File: config.mk
export PLATFORM = sky130hd
export DESIGN_NAME = alu_seq
export DESIGN_NICKNAME = d
export VERILOG_FILES = /design/src/rtl/alu_seq.sv
export SDC_FILE = /design/constraint.sdc
export NUM_CORES = 1
export LEC_CHECK = 0
export ABC_AREA = 1
export BUFFER_PORTS_ARGS = -buffer_cell sky130_fd_sc_hd__buf_2
export CAP_MARGIN = 25
export CORE_MARGIN = 5
export CORE_UTILIZATION = 50
export CTS_CLUSTER_DIAMETER = 200
export DETAILED_ROUTE_END_ITERATION = 12
export PLACE_DENSITY = 0.77
export SLEW_MARGIN = 20
export SYNTH_ARGS = -nofsm -noshare
export SYNTH_HDL_FRONTEND = slang
export SYNTH_SLANG_ARGS = --single-unit
File: constraint.sdc
create_clock -name clk -period 2.3 [get_ports clk]
set_clock_uncertainty 0.2 [all_clocks]
set_input_delay 0.23 -clock clk [delete_from_list [all_inputs] [get_ports clk]]
set_output_delay 0.23 -clock clk [all_outputs]
set_load 0.05 [all_outputs]
File: src/rtl/alu_seq.sv
// Nibble-serial ALU sequencer: accepts one 8-bit ALU operation and steps the
// 4-bit ALU through load-A, low-nibble and high-nibble cycles, then reports result and flags.
module alu_seq (
    input  logic       clk,
    input  logic       reset,
    input  logic       req_valid,
    output logic       req_ready,
    input  logic [2:0] req_op,
    input  logic [7:0] req_a,
    input  logic [7:0] req_b,
    input  logic       req_cf,
    output logic [7:0] alu_op,
    output logic       alu_la,
    output logic       alu_lb,
    output logic [1:0] alu_fn,
    output logic       alu_neg,
    output logic       alu_ci,
    output logic       alu_lo,
    output logic       alu_hi,
    output logic       alu_res_oe,
    input  logic [7:0] alu_result,
    input  logic       alu_carry,
    input  logic       alu_zero,
    output logic       rsp_valid,
    output logic       rsp_wr,
    output logic [7:0] rsp_result,
    output logic [3:0] rsp_flags
);

    localparam logic [2:0] ST_IDLE = 3'd0;
    localparam logic [2:0] ST_LDA  = 3'd1;
    localparam logic [2:0] ST_LO   = 3'd2;
    localparam logic [2:0] ST_HI   = 3'd3;
    localparam logic [2:0] ST_DONE = 3'd4;

    localparam logic [2:0] OP_ADD = 3'd0;
    localparam logic [2:0] OP_ADC = 3'd1;
    localparam logic [2:0] OP_SUB = 3'd2;
    localparam logic [2:0] OP_SBC = 3'd3;
    localparam logic [2:0] OP_AND = 3'd4;
    localparam logic [2:0] OP_XOR = 3'd5;
    localparam logic [2:0] OP_OR  = 3'd6;
    localparam logic [2:0] OP_CP  = 3'd7;

    localparam logic [1:0] FN_ADD = 2'd0;
    localparam logic [1:0] FN_AND = 2'd1;
    localparam logic [1:0] FN_XOR = 2'd2;
    localparam logic [1:0] FN_OR  = 2'd3;

    function automatic logic op_is_sub(input logic [2:0] op);
        return (op == OP_SUB) || (op == OP_SBC) || (op == OP_CP);
    endfunction

    function automatic logic op_is_logic(input logic [2:0] op);
        return (op == OP_AND) || (op == OP_XOR) || (op == OP_OR);
    endfunction

    function automatic logic [1:0] op_fn(input logic [2:0] op);
        case (op)
            OP_AND:  return FN_AND;
            OP_XOR:  return FN_XOR;
            OP_OR:   return FN_OR;
            default: return FN_ADD;
        endcase
    endfunction

    // Subtraction is a + ~b + 1, so a borrow-in of cf becomes carry-in of !cf.
    function automatic logic lo_carry_in(input logic [2:0] op, input logic cf);
        case (op)
            OP_ADC:        return cf;
            OP_SUB, OP_CP: return 1'b1;
            OP_SBC:        return ~cf;
            default:       return 1'b0;
        endcase
    endfunction

    function automatic logic [3:0] op_flags(input logic [2:0] op, input logic hc,
                                            input logic co, input logic zero);
        logic h;
        logic c;
        case (op)
            OP_ADD, OP_ADC:         begin h = hc;   c = co;   end
            OP_SUB, OP_SBC, OP_CP:  begin h = ~hc;  c = ~co;  end
            OP_AND:                 begin h = 1'b1; c = 1'b0; end
            default:                begin h = 1'b0; c = 1'b0; end
        endcase
        return {zero, op_is_sub(op), h, c};
    endfunction

    logic [2:0] state_q, state_d;
    logic [2:0] op_q, op_d;
    logic [7:0] a_q, a_d;
    logic [7:0] b_q, b_d;
    logic       cf_q, cf_d;
    logic       hc_q, hc_d;
    logic       ready_q, ready_d;
    logic       accept_s;

    logic [7:0] alu_op_q, alu_op_d;
    logic       alu_la_q, alu_la_d;
    logic       alu_lb_q, alu_lb_d;
    logic [1:0] alu_fn_q, alu_fn_d;
    logic       alu_neg_q, alu_neg_d;
    logic       alu_ci_q, alu_ci_d;
    logic       alu_lo_q, alu_lo_d;
    logic       alu_hi_q, alu_hi_d;
    logic       alu_res_oe_q, alu_res_oe_d;

    logic       rsp_valid_q, rsp_valid_d;
    logic       rsp_wr_q, rsp_wr_d;
    logic [7:0] rsp_result_q, rsp_result_d;
    logic [3:0] rsp_flags_q, rsp_flags_d;

    assign accept_s = req_valid && ready_q;

    // Sequencing, operand capture, half-carry and response capture.
    always_comb begin
        state_d = state_q;
        op_d    = op_q;
        a_d     = a_q;
        b_d     = b_q;
        cf_d    = cf_q;
        case (state_q)
            ST_IDLE: if (accept_s) state_d = ST_LDA; else state_d = ST_IDLE;
            ST_LDA:  state_d = ST_LO;
            ST_LO:   state_d = ST_HI;
            ST_HI:   state_d = ST_DONE;
            ST_DONE: if (accept_s) state_d = ST_LDA; else state_d = ST_IDLE;
            default: state_d = ST_IDLE;
        endcase
        if (accept_s) begin
            op_d = req_op;
            a_d  = req_a;
            b_d  = req_b;
            cf_d = req_cf;
        end else begin
            op_d = op_q;
        end
        if (state_q == ST_LO) begin
            hc_d = alu_carry;
        end else begin
            hc_d = hc_q;
        end
        ready_d     = (state_d == ST_IDLE) || (state_d == ST_DONE);
        rsp_valid_d = (state_q == ST_HI);
        if (state_q == ST_HI) begin
            rsp_result_d = alu_result;
            rsp_flags_d  = op_flags(op_q, hc_q, alu_carry, alu_zero);
            rsp_wr_d     = (op_q != OP_CP);
        end else begin
            rsp_result_d = rsp_result_q;
            rsp_flags_d  = rsp_flags_q;
            rsp_wr_d     = rsp_wr_q;
        end
    end

    // ALU control for the upcoming state, registered so the outputs are glitch-free.
    always_comb begin
        alu_op_d     = 8'd0;
        alu_la_d     = 1'b0;
        alu_lb_d     = 1'b0;
        alu_fn_d     = FN_ADD;
        alu_neg_d    = 1'b0;
        alu_ci_d     = 1'b0;
        alu_lo_d     = 1'b0;
        alu_hi_d     = 1'b0;
        alu_res_oe_d = 1'b0;
        case (state_d)
            ST_LDA: begin
                alu_op_d = a_d;
                alu_la_d = 1'b1;
            end
            ST_LO: begin
                alu_op_d  = b_d;
                alu_lb_d  = 1'b1;
                alu_lo_d  = 1'b1;
                alu_fn_d  = op_fn(op_d);
                alu_neg_d = op_is_sub(op_d);
                alu_ci_d  = lo_carry_in(op_d, cf_d);
            end
            ST_HI: begin
                alu_hi_d     = 1'b1;
                alu_res_oe_d = 1'b1;
                alu_ci_d     = op_is_logic(op_d) ? 1'b0 : hc_d;
            end
            default: begin
                alu_op_d = 8'd0;
            end
        endcase
    end

    // State and output registers; reset aborts any operation in flight.
    always_ff @(posedge clk or posedge reset) begin
        if (reset) begin
            state_q      <= ST_IDLE;
            op_q         <= 3'd0;
            a_q          <= 8'd0;
            b_q          <= 8'd0;
            cf_q         <= 1'b0;
            hc_q         <= 1'b0;
            ready_q      <= 1'b1;
            alu_op_q     <= 8'd0;
            alu_la_q     <= 1'b0;
            alu_lb_q     <= 1'b0;
            alu_fn_q     <= 2'd0;
            alu_neg_q    <= 1'b0;
            alu_ci_q     <= 1'b0;
            alu_lo_q     <= 1'b0;
            alu_hi_q     <= 1'b0;
            alu_res_oe_q <= 1'b0;
            rsp_valid_q  <= 1'b0;
            rsp_wr_q     <= 1'b0;
            rsp_result_q <= 8'd0;
            rsp_flags_q  <= 4'd0;
        end else begin
            state_q      <= state_d;
            op_q         <= op_d;
            a_q          <= a_d;
            b_q          <= b_d;
            cf_q         <= cf_d;
            hc_q         <= hc_d;
            ready_q      <= ready_d;
            alu_op_q     <= alu_op_d;
            alu_la_q     <= alu_la_d;
            alu_lb_q     <= alu_lb_d;
            alu_fn_q     <= alu_fn_d;
            alu_neg_q    <= alu_neg_d;
            alu_ci_q     <= alu_ci_d;
            alu_lo_q     <= alu_lo_d;
            alu_hi_q     <= alu_hi_d;
            alu_res_oe_q <= alu_res_oe_d;
            rsp_valid_q  <= rsp_valid_d;
            rsp_wr_q     <= rsp_wr_d;
            rsp_result_q <= rsp_result_d;
            rsp_flags_q  <= rsp_flags_d;
        end
    end

    assign req_ready  = ready_q;
    assign alu_op     = alu_op_q;
    assign alu_la     = alu_la_q;
    assign alu_lb     = alu_lb_q;
    assign alu_fn     = alu_fn_q;
    assign alu_neg    = alu_neg_q;
    assign alu_ci     = alu_ci_q;
    assign alu_lo     = alu_lo_q;
    assign alu_hi     = alu_hi_q;
    assign alu_res_oe = alu_res_oe_q;
    assign rsp_valid  = rsp_valid_q;
    assign rsp_wr     = rsp_wr_q;
    assign rsp_result = rsp_result_q;
    assign rsp_flags  = rsp_flags_q;

endmodule

# Yosys cells after proc, flatten, opt, wreduce, memory -nomap -nowiden
# Index checks and enable logic that the tools add are counted.
dict set report classes {
  n_eq_ne 21
  n_mux 19
  n_bitwise 3
  reduce_logical 15
}
# operator count
set op_table {}
lappend op_table {{3-bit by 2-bit == test with 1-bit output (second input constant)} 8}
lappend op_table {{3-bit == test (second input constant)} 8}
lappend op_table {{8-bit two-way mux} 2}
lappend op_table {{8-bit one-hot mux with 2 select lines} 1}
lappend op_table {{3-bit by 1-bit == test with 1-bit output (second input constant)} 4}
lappend op_table {{3-bit one-hot mux with 4 select lines} 1}
lappend op_table {{3-bit zero test} 3}
lappend op_table {{1-bit two-way mux} 8}
lappend op_table {{1-bit logical OR} 7}
lappend op_table {{1-bit one-hot mux with 3 select lines} 2}
lappend op_table {{2-bit one-hot mux with 3 select lines} 1}
lappend op_table {{2-bit OR reduction} 3}
lappend op_table {{1-bit one-hot mux with 2 select lines} 2}
lappend op_table {{3-bit two-way mux} 1}
lappend op_table {{3-bit != test (second input constant)} 1}
lappend op_table {{1-bit NOT} 3}
lappend op_table {{3-bit OR reduction} 1}
lappend op_table {{2-bit two-way mux} 1}
lappend op_table {{1-bit logical AND} 1}
dict set report word_totals {
  regBits 54
  inputBits 33
  output_inout_bits 32
  wordCells 76
}

# Depth between registers and ports, before layout
# Gate-level depths: netlist of the first run.
dict set report depth {
  depth_word 7
  ltp_mapped 9
  ltp_nobuf 8
}

# Worst setup path after synthesis of the first run
# Ideal clock, no wire load.
dict set report synth_timing {
  path_kind {reg-to-reg}
  start {register ready_q (netlist: req_ready)}
  end {register alu_ci_q (netlist: alu_ci)}
  setup_time_ps 117
  arrival_time_ps 1354
  required_time_ps 1983
  slack_ps 629
  path_stages_with_launch 9
  path_buffers 1
  synth_period_minus_slack_ps 1671
  cell_sequence {dfstp_2 -> nand2_4 -> buf_6 -> nand2_1 -> nand2_2 -> nand3_1 -> nand2_1 -> nand3_1 -> nand2_1}
}
dict set report synth_between {
  word_cells_on_any_way 21
  classes_between {eq/ne (9); mux (7); bitwise (1); reduce/logical (4)}
}
# item line_no
set synth_rtl {}
lappend synth_rtl {{start, declared} 96} ;# logic ready_q, ready_d;
lappend synth_rtl {{start signal, assigned} 222} ;# ready_q <= ready_d;
lappend synth_rtl {{1-bit logical AND (*)} 114} ;# assign accept_s = req_valid && ready_q;
lappend synth_rtl {{1-bit two-way mux (*)} 131} ;# if (accept_s) begin
lappend synth_rtl {{via cf_d} 94} ;# logic cf_q, cf_d;
lappend synth_rtl {{1-bit NOT} 72} ;# OP_SBC: return ~cf;
lappend synth_rtl {{1-bit one-hot mux with 3 select lines (*)} 69} ;# case (op)
lappend synth_rtl {{1-bit one-hot mux with 2 select lines (*)} 168} ;# case (state_d)
lappend synth_rtl {{via alu_ci_d} 104} ;# logic alu_ci_q, alu_ci_d;
lappend synth_rtl {{end signal, assigned} 228} ;# alu_ci_q <= alu_ci_d;
lappend synth_rtl {{end, declared} 104}
# The timed path passes the listed nets; every way through them passes the cells marked *.
# A chain may end at the register's enable or synchronous reset.

# Worst setup path after layout of the first run
dict set report layout_timing {
  start {register ready_q (netlist: req_ready)}
  end {register alu_op_q[6] (netlist: alu_op[6])}
}
dict set report layout_between {
  elab_chain_cells 5
  word_cells_on_any_way 8
  classes_between {eq/ne (2); mux (5); reduce/logical (1)}
}
# item line_no
set layout_rtl {}
lappend layout_rtl {{1-bit logical AND (*)} 114}
lappend layout_rtl {{1-bit two-way mux} {124, 128}}
lappend layout_rtl {{3-bit one-hot mux with 4 select lines} 123} ;# case (state_q)
lappend layout_rtl {{3-bit by 2-bit == test with 1-bit output / 3-bit by 1-bit == test with 1-bit output (equally long branches)} 168}
lappend layout_rtl {{8-bit one-hot mux with 2 select lines (*)} 168}
lappend layout_rtl {{via alu_op_d[6]} 99} ;# logic [7:0] alu_op_q, alu_op_d;
lappend layout_rtl {{end signal, assigned} 223} ;# alu_op_q <= alu_op_d;
lappend layout_rtl {{end, declared} 99}
# Marks and branches as above.

==> results.json, run 1 <==
{
  "status": "completed",
  "grt_setup_unrepaired": "no",
  "drv_cap": 0,
  "cp_num_cells": 4,
  "yosys.area.top_type": "dfrtp_1",
  "syn_area_per_cell_um2": 9.827,
  "cp-start-kind": "flip-flop",
  "tns_ns": 0,
  "via_per_inst": 4.857,
  "first_pass_iters": 5,
  "core_um2": 4086,
  "reg2reg_from": "req_ready",
  "use_met2_pct": 33.75,
  "ys_seq_area_share_pct": 62.85,
  "crit_type": "reg -> reg",
  "yosys-top-cells-count": "nand2_1, dfrtp_1, inv_1, nand3_1",
  "htreeDepth": 2,
  "fillerInstances": 302,
  "start_util_pct": 52.66,
  "die_area_um2": 5716,
  "cpMaxStageDelayCell": "dfstp_2",
  "layout.nets": 345,
  "ys_dominant_reg_cell": "dfrtp_1",
  "max_freq_mhz": 557.4,
  "grtUsageMet1_pct": 22.51,
  "grt_pass1_vias": 1830,
  "fin_crit_sh_pct": 78.01,
  "regToRegSetupSlack_ns": 0.51,
  "crit_start": "req_ready",
  "rows": 23,
  "max_stage_delay_ns": 0.63,
  "dr.first_iter.drc_count": 104,
  "crit_buf_inv": 1,
  "grt_use_met3_pct": 2.902,
  "grt_max_degree": 28,
  "period_minus_slack_ns": 1.794,
  "ios": 65,
  "post-synth-top-count-cell": "nand2_1",
  "synth-edff-count": 0,
  "clkLatencyLatePin_ns": 0.30,
  "endpoint_kind": "flip-flop",
  "hold_violations": 0,
  "netlist_instances": 219,
  "power.density_nw_per_um2": 1471,
  "ant_nets": 0,
  "leakage_nw": 1.593,
  "via_count": 1763,
  "cts_buffer_depth": 2,
  "ff2ff_path_depth": 4,
  "yosysWarnings": 0,
  "hp-class": "in -> reg",
  "drv_slew": 0,
  "wl_per_cell_um": 13.57,
  "synth-seq-cells": 54,
  "arrival_ns": 1.84,
  "hpwl_mm": 3.486,
  "dieWidth_um": 75.61,
  "totalWireLength_mm": 4.926,
  "peakVddDrop_uv": 674.5,
  "cts_tree": "built",
  "post-cts-setup-buffers": 0,
  "cts.sinks": 54,
  "clock-root-buffer": "clkbuf_8",
  "synthArstFlopShare_pct": 100.0,
  "crit_end": "alu_op[6]",
  "path_max_fanout": 24,
  "drive_gt1_share_pct": 30.03,
  "clk_pin_slew_ns": 0.09,
  "place_congestion": 0.8291,
  "synthTopCellsByArea": "dfrtp_1, nand2_1, a22o_1",
  "finalSetupViolCount": 0,
  "syn-cell-area_um2": 2152,
  "syn-num-nets": 252,
  "busiest_layer": "met2",
  "cts_made_buffers": 5,
  "route.detailed.drc": 0,
  "grt_pass1_wl_mm": 8.100,
  "crit_chain": "nand2_4, nor3_2, buf_4, a22o_1",
  "finalNonFillerCells": 363,
  "yosysUniqueCellTypes": 23,
  "slew_headroom_pct": 64.56,
  "antenna_cells": 0,
  "syn_to_final_growth_pct": 32.73,
  "cp_top_family": "flip-flops",
  "reg2reg_to": "alu_op[6]",
  "grt_usage_pct": 18.91,
  "tightest_slew_ns": 0.5309,
  "worstPathRequired_ns": 2.34,
  "placed_cells": 329,
  "chipHeight_um": 75.61,
  "grt_overflow": 0,
  "antenna_found_initial": 0,
  "portBuffers": 64,
  "synth_top_area_share_pct": 61.63,
  "power_mw": 4.203
}
tightest hold or removal path: cells and delay by family:
kind / cells / cell delay [ns]
buffers and inverters: 1 / 0.08
AND/OR/NAND/NOR: 2 / 0.16
registers in the layout, summed over array words and instances (netlist names), 2 cells and up:
signal and cells:
a_q 8, state_q 3, alu_fn 2, alu_op 8, rsp_flags 4, rsp_result 8, op_q 3, b_q 8
per-layer routing:
metal	routed length (um)	vias up
li1	-	870
met2	2538	57
met4	91	0
met1	2035	827
met3	260	9
met5	0	-
metrics by stage:
stage          area [um^2]  utilization (%)  hold slack [ns]  setup WS (ns)
2_1_floorplan         2152                -           0.1468         0.5571
3_3_place_gp          2501            61.21           0.1098         0.6097
3_5_place_dp          2501            61.21           0.1057         0.5282
4_1_cts               2856            69.90         0.006442         0.5087
5_1_grt               2856            69.90          0.04149         0.4067
6_report              2856            69.90         0.009007         0.5058
timing repair:
item / CTS / global route
endpoints found under the hold margin: 50 / 0
resized for setup: 0 / 0
hold buffers: 26 / 0
worst min-delay path by stage:
stage / startpoint / slack [ns] / endpoint / cells after the start
finish: req_cf / 0.009 / cf_q / 3
detailed placement: reset / 0.11 / alu_op[1] / 2
global route: req_cf / 0.04 / cf_q / 3
global placement: reset / 0.11 / alu_op[1] / 2
floorplan: alu_zero / 0.15 / rsp_flags[3] / 2
CTS: req_cf / 0.006 / cf_q / 3
cell type report:
cell class | instances | area, um^2 | area share, %
multi-input combinational | 142 | 675.6 | 23.65
clock inverter | 2 | 12.51 | 0.4380
inverter | 14 | 52.55 | 1.840
tap | 50 | 62.56 | 2.190
clock buffer | 6 | 82.58 | 2.891
sequential | 54 | 1353 | 47.35
timing repair buffer | 95 | 618.1 | 21.64
where the power goes:
| part | internal (mW) | switching [mW] |
|---|---|---|
| sequential | 1.37 | 0.211 |
| combinational | 0.527 | 1.56 |
| clock | 0.242 | 0.294 |
| total | 2.14 | 2.06 |
logic make-up after synthesis:
logic type,share of synthesized area (%)
AO/OA/AOI/OAI,5.756
buffers and inverters,5.755
flip-flops,62.85
AND/OR/NAND/NOR,25.64
cell usage in the layout, fill, tap and decap left out:
| cell type | instances |
|---|---|
| nand2_4 | 4 |
| o21ai_0 | 4 |
| dfstp_2 | 1 |
| buf_2 | 64 |
| nor3_4 | 1 |
| nand2_1 | 94 |
| nand2_2 | 4 |
| a21oi_1 | 2 |
| dfrtp_1 | 53 |
| inv_1 | 10 |
| o21bai_1 | 1 |
| nor2_1 | 8 |
| o211ai_1 | 1 |
| a22o_1 | 8 |
| inv_2 | 4 |
| nor3_2 | 2 |
| nand3_1 | 9 |
| dlygate4sd3_1 | 26 |
| buf_4 | 5 |
| a41oi_1 | 1 |
| clkinv_2 | 1 |
| nand4_1 | 1 |
| clkbuf_8 | 6 |
| nor3_1 | 1 |
| or2_2 | 1 |
| clkinvlp_4 | 1 |
No activity file was read; power rests on OpenSTA's default activity.
==> run 2: changes to the inputs <==
CORE_UTILIZATION = 45   (was 50)
PLACE_DENSITY = 0.73   (was 0.77)
clock period = 1.5 ns   (was 2.3 ns; I/O delays follow)
==> run 2 against run 1 <==
The flow now finishes with violations (negative setup slack). Clock-buffer cell count stayed put. Flip-flop and latch count stayed put. Hold slack better by 0.039 ns. Global-route usage is 2.0 points lower. First-iteration DRC count is 38% lower. Largest cell class unchanged.
==> results.json, run 2 (synthesized netlist as in run 1, its figures left out) <==
{
  "status": "complete, but fails checks",
  "violations": "negative setup slack",
  "grt_overflow": 0,
  "hp-start": "req_op[0]",
  "cpMaxStageDelayCell": "dfstp_4",
  "drv_slew": 0,
  "core_um2": 4692,
  "power.density_nw_per_um2": 2246,
  "cp_top_family": "flip-flops",
  "chipHeight_um": 79.16,
  "max_freq_mhz": 617.6,
  "crit_type": "reg -> reg",
  "via_count": 1826,
  "crit_chain": "buf_12, nand3_2, nand2_2, nand2_2, nand2_2, nand2_1, nand3_1, nand2_1",
  "clkLatencyLatePin_ns": 0.30,
  "worst_path_most_repeated_cell": "nand2_2",
  "drv_cap": 0,
  "grt_pass1_vias": 1843,
  "crit_buf_inv": 1,
  "period_minus_slack_ns": 1.619,
  "htreeDepth": 2,
  "cp-start-kind": "flip-flop",
  "layout.nets": 365,
  "clk_pin_slew_ns": 0.10,
  "fin_area_um2": 3178,
  "hp-class": "in -> reg",
  "dieWidth_um": 79.16,
  "die_area_um2": 6266,
  "place_congestion": 0.7557,
  "tightest_slew_ns": 0.4728,
  "clock-root-buffer": "clkbuf_8",
  "grt_usage_pct": 16.88,
  "setup_ws_ns": -0.1191,
  "finalSetupViolCount": 13,
  "layout_commonest_cell": "nand2_1",
  "cts.sinks": 54,
  "ios": 65,
  "syn_to_final_growth_pct": 47.67,
  "ant_nets": 0,
  "grt_pass1_wl_mm": 8.300,
  "route.detailed.drc": 0,
  "placed_cells": 345,
  "max_stage_delay_ns": 0.69,
  "antenna_found_initial": 0,
  "worstPathRequired_ns": 1.48,
  "hpwl_mm": 3.207,
  "start_util_pct": 45.87,
  "power_mw": 7.139,
  "grt_max_degree": 25,
  "cts_tree": "built",
  "dr.first_iter.drc_count": 65,
  "place_area_um2": 2629,
  "peakVddDrop_uv": 1255,
  "wl_per_cell_um": 13.24,
  "path_max_fanout": 7,
  "portBuffers": 64,
  "leakage_nw": 1.733,
  "reg2reg_from": "req_ready",
  "rows": 25,
  "slew_headroom_pct": 68.41,
  "grt_setup_unrepaired": "yes",
  "finalNonFillerCells": 387,
  "totalWireLength_mm": 5.123,
  "antenna_cells": 0,
  "cts_made_buffers": 5,
  "hold_violations": 0,
  "endpoint_kind": "flip-flop",
  "cts_buffer_depth": 2,
  "tns_ns": -0.7652,
  "crit_start": "req_ready",
  "arrival_ns": 1.60,
  "final_cell_mix": "nand2_1, buf_2, dfrtp_1",
  "first_pass_iters": 4,
  "drive_gt1_share_pct": 36.94,
  "fin_crit_sh_pct": 107.9,
  "via_per_inst": 4.718
}
-- run 2: metal layers --
layer | GRT usage [%] | routed length [um] | up-vias
li1 | - | - | 909
met1 | 20.68 | 2231 | 852
met2 | 28.28 | 2539 | 58
met3 | 4.308 | 265 | 7
met4 | 7.045 | 87 | 0
met5 | 0 | 0 | -
-- run 2: cell type report --
type                    count  area [um^2]
clock buffers               6        82.58
clock inverters             2        38.79
fillers                   363         1514
inverters                  14        60.06
multi-input cells         143        745.7
flip-flops and latches     54         1356
well taps                  54        67.56
repair buffers            114        827.0
-- run 2: what timing repair did --
item                                    CTS  global route
setup buffers                             1             3
endpoints found under the setup margin   14            29
cloned                                    0             1
gates resized for setup                   8            18
endpoints found under the hold margin    68             0
pin swaps                                 2            10
hold buffers                             29             0
-- run 2: worst min-delay path, delay by kind of cell --
family	cells	cell delay (ns)
buffers and inverters	2	0.19
AND/OR/NAND/NOR	2	0.17
-- run 2: metrics by stage --
step	hold WS (ns)	setup slack (ns)	utilization [%]
after floorplan	0.01741	-0.1139	-
after global placement	-0.005460	-0.06754	56.03
after detailed placement	-0.001272	-0.08520	56.03
after CTS	0.02011	-0.09890	65.63
after global routing	0.04885	-0.1715	67.73
final	0.04849	-0.1191	67.73
-- run 2: report_power, final --
part / switching (mW) / total (mW) / internal (mW)
registers: 0.327 / 2.44 / 2.11
logic: 2.53 / 3.70 / 1.17
clock network: 0.448 / 0.997 / 0.549
-- run 2: worst paths after layout --
kind                            to  slack [ns]  cells after the start
setup / recovery            alu_ci       -0.12                      8
hold / removal             op_q[0]        0.05                      4
setup reg to reg            alu_ci       -0.12                      8
hold reg to reg             b_q[6]        0.27                      2
max in group asynchronous   b_q[2]        0.39                      4
min in group asynchronous   b_q[0]        0.22                      3
